### src/rtl/fust_issue.sv
// FU status table with in-order-free wakeup and lowest-index-first issue for five FUs.
// Optional FUST_WB_BYPASS_EN: dispatch tags matching a same-cycle writeback are captured already woken.
module fust_issue (
    input  logic            CLK,
    input  logic            nRST,
    input  logic            disp_en,
    input  logic [2:0]      disp_fu,
    input  logic [4:0]      disp_rd,
    input  logic [3:0]      disp_t1,
    input  logic [3:0]      disp_t2,
    output logic            disp_ack,
    input  logic [4:0]      fu_ex,
    input  logic            wb_en,
    input  logic [2:0]      wb_fu,
    input  logic            branch_miss,
    output logic [4:0][1:0] fust_state,
    output logic            issue_en,
    output logic [2:0]      issue_fu,
    output logic [4:0]      issue_rd
);

    typedef enum logic [1:0] {
        IDLE  = 2'd0,
        PEND  = 2'd1,
        READY = 2'd2,
        EXEC  = 2'd3
    } state_t;

    state_t     state_reg [5];
    logic [4:0] rd_reg    [5];
    logic [3:0] t1_reg    [5];
    logic [3:0] t2_reg    [5];

    logic       wb_valid;
    logic       t1_live, t2_live, t1_hit, t2_hit;
    logic [3:0] cap_t1, cap_t2;
    logic       cfg_ok;
    logic [4:0] disp_sel, entry_idle, entry_ready, issue_sel;

    assign wb_valid = wb_en && (wb_fu < 3'd5);

    // A tag naming a nonexistent FU can never be woken, so it is treated as already satisfied.
    assign t1_live = disp_t1[3] && (disp_t1[2:0] < 3'd5);
    assign t2_live = disp_t2[3] && (disp_t2[2:0] < 3'd5);
    assign t1_hit  = wb_valid && (disp_t1[2:0] == wb_fu);
    assign t2_hit  = wb_valid && (disp_t2[2:0] == wb_fu);

`ifdef FUST_WB_BYPASS_EN
    assign cap_t1 = {t1_live && !t1_hit, disp_t1[2:0]};
    assign cap_t2 = {t2_live && !t2_hit, disp_t2[2:0]};
    assign cfg_ok = 1'b1;
`else
    // Without bypass the wakeup would be lost, so the dispatch must retry.
    assign cap_t1 = {t1_live, disp_t1[2:0]};
    assign cap_t2 = {t2_live, disp_t2[2:0]};
    assign cfg_ok = !((t1_live && t1_hit) || (t2_live && t2_hit));
`endif

    assign disp_ack = nRST && disp_en && !branch_miss && cfg_ok && |(disp_sel & entry_idle);

    always_comb begin
        issue_en = 1'b0;
        issue_fu = 3'd0;
        issue_rd = 5'd0;
        for (int i = 4; i >= 0; i--) begin
            if (!branch_miss && entry_ready[i] && fu_ex[i]) begin
                issue_en = 1'b1;
                issue_fu = 3'(i);
                issue_rd = rd_reg[i];
            end
        end
    end

    genvar gi;
    generate
        for (gi = 0; gi < 5; gi++) begin : g_entry
            state_t     state_next;
            logic [4:0] rd_next;
            logic [3:0] t1_wb, t2_wb, t1_next, t2_next;
            logic       wb_here;

            assign disp_sel[gi]    = (disp_fu == 3'(gi));
            assign entry_idle[gi]  = (state_reg[gi] == IDLE);
            assign entry_ready[gi] = (state_reg[gi] == READY);
            assign issue_sel[gi]   = issue_en && (issue_fu == 3'(gi));
            assign fust_state[gi]  = state_reg[gi];
            assign wb_here         = wb_en && (wb_fu == 3'(gi));

            always_comb begin
                t1_wb = t1_reg[gi];
                t2_wb = t2_reg[gi];
                if (wb_valid && t1_reg[gi][2:0] == wb_fu) t1_wb[3] = 1'b0;
                if (wb_valid && t2_reg[gi][2:0] == wb_fu) t2_wb[3] = 1'b0;

                state_next = state_reg[gi];
                rd_next    = rd_reg[gi];
                t1_next    = t1_wb;
                t2_next    = t2_wb;

                // Priority: flush, then issue (beats a same-cycle wb), then dispatch, then wb/wakeup.
                if (branch_miss) begin
                    if (state_reg[gi] != EXEC || wb_here) state_next = IDLE;
                end else if (issue_sel[gi]) begin
                    state_next = EXEC;
                end else if (disp_ack && disp_sel[gi]) begin
                    rd_next    = disp_rd;
                    t1_next    = cap_t1;
                    t2_next    = cap_t2;
                    state_next = (cap_t1[3] || cap_t2[3]) ? PEND : READY;
                end else if (state_reg[gi] == EXEC && wb_here) begin
                    state_next = IDLE;
                end else if (state_reg[gi] == PEND && !t1_wb[3] && !t2_wb[3]) begin
                    state_next = READY;
                end
            end

            always_ff @(posedge CLK or negedge nRST) begin
                if (!nRST) begin
                    state_reg[gi] <= IDLE;
                    rd_reg[gi]    <= 5'd0;
                    t1_reg[gi]    <= 4'd0;
                    t2_reg[gi]    <= 4'd0;
                end else begin
                    state_reg[gi] <= state_next;
                    rd_reg[gi]    <= rd_next;
                    t1_reg[gi]    <= t1_next;
                    t2_reg[gi]    <= t2_next;
                end
            end
        end
    endgenerate

endmodule

### config.mk
export PLATFORM = sky130hd
export DESIGN_NAME = fust_issue
export DESIGN_NICKNAME = d
export VERILOG_FILES = /design/src/rtl/fust_issue.sv
export SDC_FILE = /design/constraint.sdc
export NUM_CORES = 1
export LEC_CHECK = 0
export CORE_MARGIN = 2
export CORE_UTILIZATION = 57
export CTS_BUF_LIST = sky130_fd_sc_hd__clkbuf_4 sky130_fd_sc_hd__clkbuf_8 sky130_fd_sc_hd__clkbuf_16
export CTS_CLUSTER_SIZE = 30
export DETAILED_ROUTE_END_ITERATION = 16
export PLACE_DENSITY = 0.82
export SYNTH_ARGS = -nofsm -noshare
export SYNTH_HDL_FRONTEND = slang
export SYNTH_SLANG_ARGS = --single-unit
### constraint.sdc
create_clock -name CLK -period 4.45 [get_ports CLK]
set_input_delay 0.6675 -clock CLK [delete_from_list [all_inputs] [get_ports CLK]]
set_output_delay 0.6675 -clock CLK [all_outputs]
set_load 0.02 [all_outputs]
==> results_tabular.tex <==
\begin{tabular}{lr}
\hline
Metric & Value \\
\hline
\multicolumn{2}{l}{\textbf{Global route}} \\
\quad Via count of the first global-routing pass & just over 3,000 \\
\quad Wire length of the first global-routing pass & 15,600 um \\
\quad Antenna violations before repair & 0 \\
\quad Pin count of the biggest net entering global routing & 76 \\
\quad All-layer global routing usage & between 20\% and 30\% \\
\quad GRT overflow & 0 \\
\multicolumn{2}{l}{\textbf{Place}} \\
\quad DPL Wire Length & approximately 6500 um \\
\quad Count of placed standard cells including taps & 461 \\
\quad Buffers on Ports & 48 \\
\quad Gp weighted congestion & 0.885 \\
\multicolumn{2}{l}{\textbf{Job}} \\
\quad Count of maximum capacitance violations & 0 \\
\multicolumn{2}{l}{\textbf{Synthesis}} \\
\quad Cells after Synth & 340 \\
\quad Distinct cell type count after synthesis & 57 \\
\quad Leading register cell type out of synthesis & sky130\_fd\_sc\_hd\_\_dfrtp\_1 \\
\quad Share of synthesized area occupied by flip-flops and latches & a little under half \\
\quad Synthesis-stage register bit count & 75 \\
\quad Count of yosys warnings during synthesis & 0 \\
\quad Post-Syn Area per Cell & 11.7 um\^{}2 \\
\quad Syn nets & 369 \\
\quad Area of the mapped netlist & just under 4000 um\^{}2 \\
\quad Number of flops mapped to enable cells by yosys & 0 \\
\quad Async set-or-reset flop fraction in the synthesized netlist & 100\% \\
\multicolumn{2}{l}{\textbf{Pwr}} \\
\quad Power share of the clock group & 30.0\% \\
\quad Leakage power figure & 2.20 nW \\
\quad Maximum resistive drop on vdd & 230 uV \\
\quad Sequential cell fraction of total power & 44.7\% \\
\quad Ratio of total power to cell area & 417 nW/um\^{}2 \\
\quad Internal power contribution & 0.00138 W \\
\quad Power spent charging and discharging nets & about 0.0006 W \\
\quad Net switching share of the total power & 30.7\% \\
\quad Logic pwr share & 25.3\% \\
\multicolumn{2}{l}{\textbf{Layout}} \\
\quad Flip-flop count of the largest register after layout & 25 \\
\quad Area added between synthesis and finish & 20.3\% \\
\quad Total area of multi-input combinational cells & $\sim$2000 um\^{}2 \\
\quad Register Area & between 1500 and 2000 um\^{}2 \\
\quad Share of cells above drive strength 1 & between 20\% and 30\% \\
\quad Number of fill cells & 496 \\
\quad Post-layout nets & 421 \\
\quad Total inserted antenna cells & 0 \\
\quad Count of placed standard cells in the final layout, fillers left out & 477 \\
\multicolumn{2}{l}{\textbf{STA}} \\
\quad Fin Setup TNS & 0 ps \\
\quad Highest attainable clock frequency & 251 MHz \\
\quad Slew HR & about a quarter \\
\quad Unrepaired setup endpoints after global routing & no \\
\quad Transition time of the tightest slew-check pin & 1120 ps \\
\quad Ratio of final minimum period to clock period & around 90\% \\
\quad Endpoints failing hold & 0 \\
\quad Crit path time final & 3980 ps \\
\quad Worst clock skew on the final layout & 7.60 ps \\
\quad Pins Over Slew Limit & 0 \\
\quad Final setup violation count & 0 \\
\multicolumn{2}{l}{\textbf{Routing}} \\
\quad Total DRC errors in the routed layout & 0 \\
\quad Remaining antenna violation count & 0 \\
\quad DRT iter0 DRCs & 333 \\
\quad DR vias & 3,027 \\
\quad Average detailed-routed wire length per instance & 20.1 um \\
\quad Routed Wire Length & 9600 um \\
\quad Drt pass-1 iters & 6 \\
\quad Via density per instance & 6.35 \\
\multicolumn{2}{l}{\textbf{Worst setup path}} \\
\quad Startpoint type of the worst setup path & input pin \\
\quad Cell count of the worst reg-to-reg path & 7 \\
\quad Sort of element at the end of the critical path & output pin \\
\quad Flop2flop setup slack & 1830 ps \\
\quad CP max FO & 12 \\
\quad Kind of critical path & in2out \\
\quad RR Startpoint & fust\_state[1] \\
\quad CP required & 3780 ps \\
\quad Arrival time worst endpoint & between 3000 and 4000 ps \\
\quad End of the worst register-to-register path & g\_entry[4].t2\_wb[1] \\
\multicolumn{2}{l}{\textbf{Min path}} \\
\quad End point of the worst hold path & g\_entry[1].t2\_wb[2] \\
\quad Launch point of the worst hold path & g\_entry[1].t2\_wb[2] \\
\quad Class of the most critical hold timing path & reg2reg \\
\quad Hold Path Depth & 1 \\
\multicolumn{2}{l}{\textbf{Clock network}} \\
\quad CTS tree & built \\
\quad Post\_cts resized & 0 \\
\quad Buffer count from post-CTS setup fixing & 0 \\
\quad \# H-tree levels & 3 \\
\quad Cell at the root of the clock tree & sky130\_fd\_sc\_hd\_\_clkbuf\_8 \\
\quad Number of sinks on the clock net & 75 \\
\quad Clock-pin slew reported for the worst setup and hold paths after clock tree synthesis & about 70 ps \\
\quad Number of buffers on the longest clock path & 2 \\
\quad Clock latency on the worst-skew pair & 340 ps \\
\quad Number of buffers added to fix hold violations after cts & 0 \\
\quad Number of buffers created by CTS & 9 \\
\multicolumn{2}{l}{\textbf{Floorplanning}} \\
\quad Horizontal die dimension & 87.4 um \\
\quad Initial standard-cell utilization of the core & 58.7\% \\
\quad Die H & between 80 and 90 um \\
\quad Full die area & roughly 7600 um\^{}2 \\
\quad Std cell rows & 30 \\
\quad Core Box Area & 6760 um\^{}2 \\
\quad Total I/O pin count & 49 \\
\multicolumn{2}{l}{\textbf{Outcome}} \\
\quad Outcome & complete, no violations \\
\hline
\end{tabular}
power by group through the flow:
stage / registers, W / clock network [W] / logic [W]
after floorplan: 0.000901 / 0 / 0.000281
after global placement: 0.000893 / 0 / 0.000488
after detailed placement: 0.000897 / 0 / 0.000499
after CTS: 0.000885 / 0.000599 / 0.000503
after global routing: 0.000902 / 0.000625 / 0.000543
final: 0.000888 / 0.000595 / 0.000503
synthesized netlist by cell type (6+ instances only):
master                     count  area [um^2]
sky130_fd_sc_hd__a21oi_1       6         30.0
sky130_fd_sc_hd__buf_2        10         50.1
sky130_fd_sc_hd__clkbuf_1      6         22.5
sky130_fd_sc_hd__dfrtp_1      75         1880
sky130_fd_sc_hd__inv_1         6         22.5
sky130_fd_sc_hd__mux2_2       46          518
sky130_fd_sc_hd__mux2_4        8          120
sky130_fd_sc_hd__mux2i_1      10          100
sky130_fd_sc_hd__nand2_1      14         52.6
sky130_fd_sc_hd__nand3_1       9         45.0
sky130_fd_sc_hd__nor2_1        8         30.0
sky130_fd_sc_hd__nor3_1        9         45.0
sky130_fd_sc_hd__o21ai_0      11         55.1
sky130_fd_sc_hd__o41ai_1      11         96.3
sky130_fd_sc_hd__xnor2_1       6         52.6
sky130_fd_sc_hd__xor2_1       30          263
worst max-delay path, cell delays in order:
cell and delay (ps):
sky130_fd_sc_hd__clkdlybuf4s50_1 680, sky130_fd_sc_hd__nor4bb_1 150, sky130_fd_sc_hd__a31oi_1 840, sky130_fd_sc_hd__nand2_1 230, sky130_fd_sc_hd__inv_1 140, sky130_fd_sc_hd__clkdlybuf4s50_1 610
through the flow:
step	hold WS (ps)	utilization (%)	setup slack (ps)	power [W]	cell area, um^2
finish	511	70.6	465	0.00199	4770
global route	519	70.6	269	0.00207	4770
CTS	516	70.6	498	0.00199	4770
detailed placement	494	67.2	503	0.00140	4540
global placement	489	67.2	522	0.00138	4540
floorplan	372	-	1660	0.00118	3960
cells by family after synthesis:
family | count (synthesis) | share of synthesized area [%]
buf+inv | 26 | 3.06
simple gates | 72 | 10.3
flops | 75 | 47.3
compound gates | 66 | 12.4
xor+xnor | 36 | 7.95
mux | 65 | 18.9
cell type report:
class                   count  area share [%]
clock buffers              10            2.89
clock inverters             6            1.86
inverters                   6           0.472
multi-input cells         239            41.2
flip-flops and latches     75            39.4
well taps                  80            2.10
repair buffers             61            12.1
routing by layer:
metal / share of wire [%] / up-vias / track usage, %
met5: 0 / - / 0
met4: 1.5 / 0 / 8.95
met3: 4.5 / 12 / 5.59
met2: 48 / 93 / 42.0
met1: 46 / 1545 / 37.0
li1: - / 1377 / -
cells in the final DEF, fill, tap and decap left out, types with 8 or more instances in the layout:
master and n:
sky130_fd_sc_hd__dfrtp_1 75, sky130_fd_sc_hd__clkdlybuf4s50_1 47, sky130_fd_sc_hd__mux2_2 46, sky130_fd_sc_hd__xor2_1 30, sky130_fd_sc_hd__nand2_1 14, sky130_fd_sc_hd__buf_4 14, sky130_fd_sc_hd__o21ai_0 11, sky130_fd_sc_hd__o41ai_1 11
sky130_fd_sc_hd__mux2i_1 10, sky130_fd_sc_hd__clkbuf_8 10, sky130_fd_sc_hd__nor3_1 9, sky130_fd_sc_hd__nand3_1 9, sky130_fd_sc_hd__nor2_1 8, sky130_fd_sc_hd__mux2_4 8
how the worst max path moves through the flow:
stage | from | depth (start not counted) | slack [ps] | to
after floorplan | branch_miss | 6 | 1660 | issue_rd[0]
after global placement | branch_miss | 6 | 520 | issue_fu[2]
after detailed placement | branch_miss | 6 | 500 | issue_fu[2]
after CTS | branch_miss | 6 | 500 | issue_fu[2]
after global routing | branch_miss | 6 | 270 | issue_fu[2]
final | branch_miss | 6 | 470 | issue_fu[2]
(Power assumes the default switching activity.)
